File: config.mk
export PLATFORM = sky130hd
export DESIGN_NAME = pp_accumulator
export DESIGN_NICKNAME = d
export VERILOG_FILES = /design/src/rtl/mult_pkg.sv /design/src/rtl/pp_shift_ext.sv /design/src/rtl/pp_accumulator.sv
export SDC_FILE = /design/constraint.sdc
export NUM_CORES = 1
export LEC_CHECK = 0
export ABC_AREA = 1
export BUFFER_PORTS_ARGS = -buffer_cell sky130_fd_sc_hd__clkbuf_2
export CORE_MARGIN = 1
export CORE_UTILIZATION = 58
export CTS_BUF_LIST = sky130_fd_sc_hd__clkbuf_16
export CTS_CLUSTER_SIZE = 20
export DETAILED_ROUTE_END_ITERATION = 16
export PLACE_DENSITY_LB_ADDON = 0.05
export SLEW_MARGIN = 30
export SYNTH_ARGS = -nofsm -noshare
export SYNTH_HDL_FRONTEND = slang
export SYNTH_SLANG_ARGS = --single-unit
File: constraint.sdc
create_clock -name clk -period 3 [get_ports clk]
set_input_delay 0.45 -clock clk [delete_from_list [all_inputs] [get_ports clk]]
set_output_delay 0.45 -clock clk [all_outputs]
set_load 0.02 [all_outputs]
File: src/rtl/mult_pkg.sv
// Shared widths and FSM state encoding for the 8x8 radix-4 Booth multiplier stages.
package mult_pkg;

    localparam int PP_W   = 10;
    localparam int NUM_PP = 4;
    localparam int OUT_W  = 16;
    localparam int STEP_W = $clog2(NUM_PP);

    typedef enum logic [1:0] {
        IDLE = 2'd0,
        ACC  = 2'd1,
        DONE = 2'd2
    } state_t;

endpackage

File: src/rtl/pp_shift_ext.sv
// Sign-extends one partial product to product width and weights it by 4^step.
module pp_shift_ext
    import mult_pkg::*;
(
    input  logic [PP_W-1:0]   pp,
    input  logic [STEP_W-1:0] step,
    output logic [OUT_W-1:0]  term
);

    logic [OUT_W-1:0] ext;

    // Extension must precede the shift so negative terms stay negative after weighting.
    assign ext  = {{(OUT_W-PP_W){pp[PP_W-1]}}, pp};
    assign term = ext << {step, 1'b0};

endmodule

File: src/rtl/pp_accumulator.sv
// Iterative accumulator summing four Booth partial products (weight 4^i) into a 16-bit product.
module pp_accumulator
    import mult_pkg::*;
(
    input  logic             clk,
    input  logic             rst_n,
    input  logic             in_valid,
    output logic             in_ready,
    input  logic [PP_W-1:0]  pp0,
    input  logic [PP_W-1:0]  pp1,
    input  logic [PP_W-1:0]  pp2,
    input  logic [PP_W-1:0]  pp3,
    output logic             out_valid,
    input  logic             out_ready,
    output logic [OUT_W-1:0] product,
    output logic             busy
);

    state_t state_reg, state_next;

    logic [STEP_W-1:0] step_reg;
    logic [OUT_W-1:0]  acc_reg;
    logic [OUT_W-1:0]  product_reg;
    logic [OUT_W-1:0]  term;
    logic [OUT_W-1:0]  sum;
    logic [PP_W-1:0]   pp_in  [NUM_PP];
    logic [PP_W-1:0]   pp_reg [NUM_PP];
    logic              accept;
    logic              last_step;

    assign pp_in[0] = pp0;
    assign pp_in[1] = pp1;
    assign pp_in[2] = pp2;
    assign pp_in[3] = pp3;

    assign accept    = in_valid && (state_reg == IDLE);
    assign last_step = (step_reg == STEP_W'(NUM_PP-1));

    pp_shift_ext u_shift_ext (
        .pp   (pp_reg[step_reg]),
        .step (step_reg),
        .term (term)
    );

    assign sum = acc_reg + term;

    always_ff @(posedge clk or negedge rst_n) begin
        if (!rst_n) begin
            state_reg <= IDLE;
        end else begin
            state_reg <= state_next;
        end
    end

    always_comb begin
        state_next = state_reg;
        unique case (state_reg)
            IDLE:    if (accept)    state_next = ACC;
            ACC:     if (last_step) state_next = DONE;
            DONE:    if (out_ready) state_next = IDLE;
            default:                state_next = IDLE;
        endcase
    end

    // Partial products are captured only on acceptance, so input changes mid-flight are harmless.
    always_ff @(posedge clk or negedge rst_n) begin
        if (!rst_n) begin
            for (int i = 0; i < NUM_PP; i++) begin
                pp_reg[i] <= '0;
            end
        end else if (accept) begin
            for (int i = 0; i < NUM_PP; i++) begin
                pp_reg[i] <= pp_in[i];
            end
        end
    end

    always_ff @(posedge clk or negedge rst_n) begin
        if (!rst_n) begin
            step_reg    <= '0;
            acc_reg     <= '0;
            product_reg <= '0;
        end else begin
            case (state_reg)
                IDLE: begin
                    if (accept) begin
                        step_reg <= '0;
                        acc_reg  <= '0;
                    end
                end
                ACC: begin
                    acc_reg  <= sum;
                    step_reg <= step_reg + STEP_W'(1);
                    if (last_step) begin
                        product_reg <= sum;
                    end
                end
                default: begin
                end
            endcase
        end
    end

    assign in_ready  = (state_reg == IDLE);
    assign out_valid = (state_reg == DONE);
    assign busy      = (state_reg != IDLE);
    assign product   = product_reg;

endmodule

==> run metrics <==
Crit path arrival time 2930 ps; Final min period 2660 ps; Period Utilization, post-route 88.6%; Final setup viols 0; final hold vios 0; hpwl dp approximately 7300 µm; post-route cell area 5020 µm²; initial antenna violation count 0; Fmax about 0.38 GHz; Worst slew margin 55.0%; run status finished, final reports clean; initial drt markers roughly 160; family with the most delay on the worst path compound AO/OA/AOI/OAI gates; Sink Count 76; async set-reset flop share out of synthesis 100%; CP max stage cell dfrtp_2; share of the synthesized area in the top cell type a little over two fifths; DP Area ~4700 µm²; Detailed Route WL 10200 µm; dominant synthesized flop cell dfrtp_1; WP buf/inv 1; Setup Skew 7.56 ps; largest family of logic cells by synthesized area simple AND/OR/NAND/NOR gates; I/O Buffers 62; slowest stage delay, CP 490 ps; first-pass GRT wire length 17100 µm; Post-synth EDFFs 0; Area Overhead vs Synth 14.2%; Clk Latency, worst-skew pair 330 ps; nets 728; max_cap viols 0; distinct cell type count after synthesis 33; Synth Area in Adders around 5.0%; Congestion Overflow GR 0; setup_tns 0 ps; post-cts sizing count 0; CTS tree done; final hold slack about 140 ps; max reg flops 40; clk buf depth 2; crit end category flip-flop; Avg WL per Cell between 10 and 15 µm; Root Buffer clkbuf_16; Syn Inst Count around 610; Via density 5.02; synthesized area per cell 7.20 µm²; cts bufs inserted 9; Tightest Pin Transition 675 ps; Critical Path RT about 3300 ps; Critical Path, Cell by Cell inv_6 -> nand2_1 -> a21oi_1 -> a21oi_1 -> or2_0 -> nor2_1 -> ha_1 -> fa_1 -> nand2_1 -> a21oi_1 -> a21oi_1 -> xnor2_1 -> nand2_1 -> nand2_1; RSZ-0062 raised after global routing no; worst min-delay path category in -> async; initial core utilization approximately three fifths; clock-pin slew on the worst setup and hold paths 60 ps; Placeable Area 7290 µm²; ratio of cells with drive above 1 in the final layout between 10 and 15%; post-synth top area cell dfrtp_1; H-tree Lvls 3; io pins 63; synthesized area 4400 µm²; Synth Area in Compound Gates under 10%; GRT Resource Usage Total 28.5%; cts hold-fix bufs 0; fin. max-slew vios 0; CP Launch Type flip-flop; Worst Path Max Fanout 27; simple-gate share of the synthesized area 35.6%; GP Congestion 0.941; Chip Width 89.1 µm; Synthesized Nets 672; largest net degree at the start of global routing 77; Setup WS pre-CTS 236 ps; Setup Fix Bufs, Post-CTS 0; XOR/XNOR Fraction of Synth Area 0.797%; Ys Warns 0; vias in the first global route around 3800; critical path type reg -> reg; Routed Antenna Nets 0; top post-synthesis cells by area dfrtp_1 43%, nand2_1 26%, ha_1 4.6%; first-pass iteration count of the detailed router 5; Die Ht 89.1 µm; n_diodes 0; mux contribution to synthesized area 0%; Remaining DRCs 0; Rows 31; Die ar. roughly 7900 µm²; Layout fillers 686; via count 3864; register area share after synthesis 43.2%; Final WS setup 341 ps; Yosys reg bits 76
[worst paths after layout]
path | from | to | slack, ps | cells past startpoint
max | step_reg[0] | acc_reg[8] | 340 | 14
min | rst_n | product[4] | 140 | 1
max reg2reg | step_reg[0] | acc_reg[8] | 340 | 14
min reg2reg | product[12] | product[12] | 470 | 2
max in group asynchronous | rst_n | step_reg[0] | 2380 | 1
min in group clk | out_ready | state_reg[1] | 300 | 2
[placed cells by master (no fill, tap or decap), types with 2 or more instances in the layout]
master / synthesis / final
ha_1: 16 / 16
clkinv_2: 0 / 2
nand2_1: 304 / 304
clkbuf_16: 0 / 9
or2_1: 4 / 4
nand3_1: 36 / 36
buf_4: 2 / 5
nor2_1: 21 / 21
xnor2_1: 2 / 2
clkbuf_2: 0 / 61
inv_2: 3 / 3
o21ai_0: 20 / 20
xor2_1: 2 / 2
bufinv_16: 0 / 2
o21ai_1: 21 / 21
inv_1: 47 / 46
nor2_4: 3 / 3
nor3_1: 2 / 2
dfrtp_1: 76 / 75
a21oi_1: 13 / 13
nand3b_1: 6 / 6
[logic make-up (layout without fill, tap and decap cells)]
kind of cell | after synthesis | after routing
adders and majority gates | 17 | 17
xor gates and xnor gates | 4 | 4
buffers and inverters | 74 | 133
DFF | 76 | 76
and+or+nand+nor | 383 | 383
AOI/OAI and AO/OA | 57 | 57
[metrics by stage]
stage	cells	util [%]
floorplan	611	-
global placement	755	64.6
detailed placement	755	64.6
CTS	769	68.7
global route	769	68.9
finish	769	68.9
[synthesized netlist by cell type, types with 2 or more instances]
library cell,instances
nand2_1,304
buf_2,6
or2_1,4
nor2_4,3
ha_1,16
nand3_1,36
clkbuf_1,2
inv_1,47
nand3b_1,6
xor2_1,2
o21ai_0,20
buf_1,2
nor3_1,2
buf_4,2
a21oi_1,13
nor2_1,21
inv_2,3
dfrtp_1,76
xnor2_1,2
o21ai_1,21
buf_6,11
[worst reg2reg max path, stage by stage, from the launching register on]
cell and delay (ps):
dfrtp_2 490, inv_6 190, nand2_1 70, a21oi_1 130, a21oi_1 70, or2_0 230
nor2_1 100, ha_1 180, fa_1 220, nand2_1 80, a21oi_1 340, a21oi_1 140
xnor2_1 210, nand2_1 70, nand2_1 60
[layout make-up]
class,instances,area (µm²),area share (%)
multi-input cells,461,2120,42.1
flip-flops and latches,76,1900,37.9
clock inverters,5,78.8,1.57
inverters,51,200,3.99
well taps,99,124,2.47
clock buffers,9,225,4.49
repair buffers,68,374,7.45
[per-layer routing]
layer  GRT usage [%]  routed length, µm  vias to the layer above
met5               0                  0                        -
met4            12.1                152                        0
met3            5.72                410                       14
met2            50.0               5090                       78
met1            34.2               4520                     1751
li1                -                  -                     2021
Power is not shown: default switching activity piles up to over one toggle a cycle in this logic, so the estimate is an artifact.
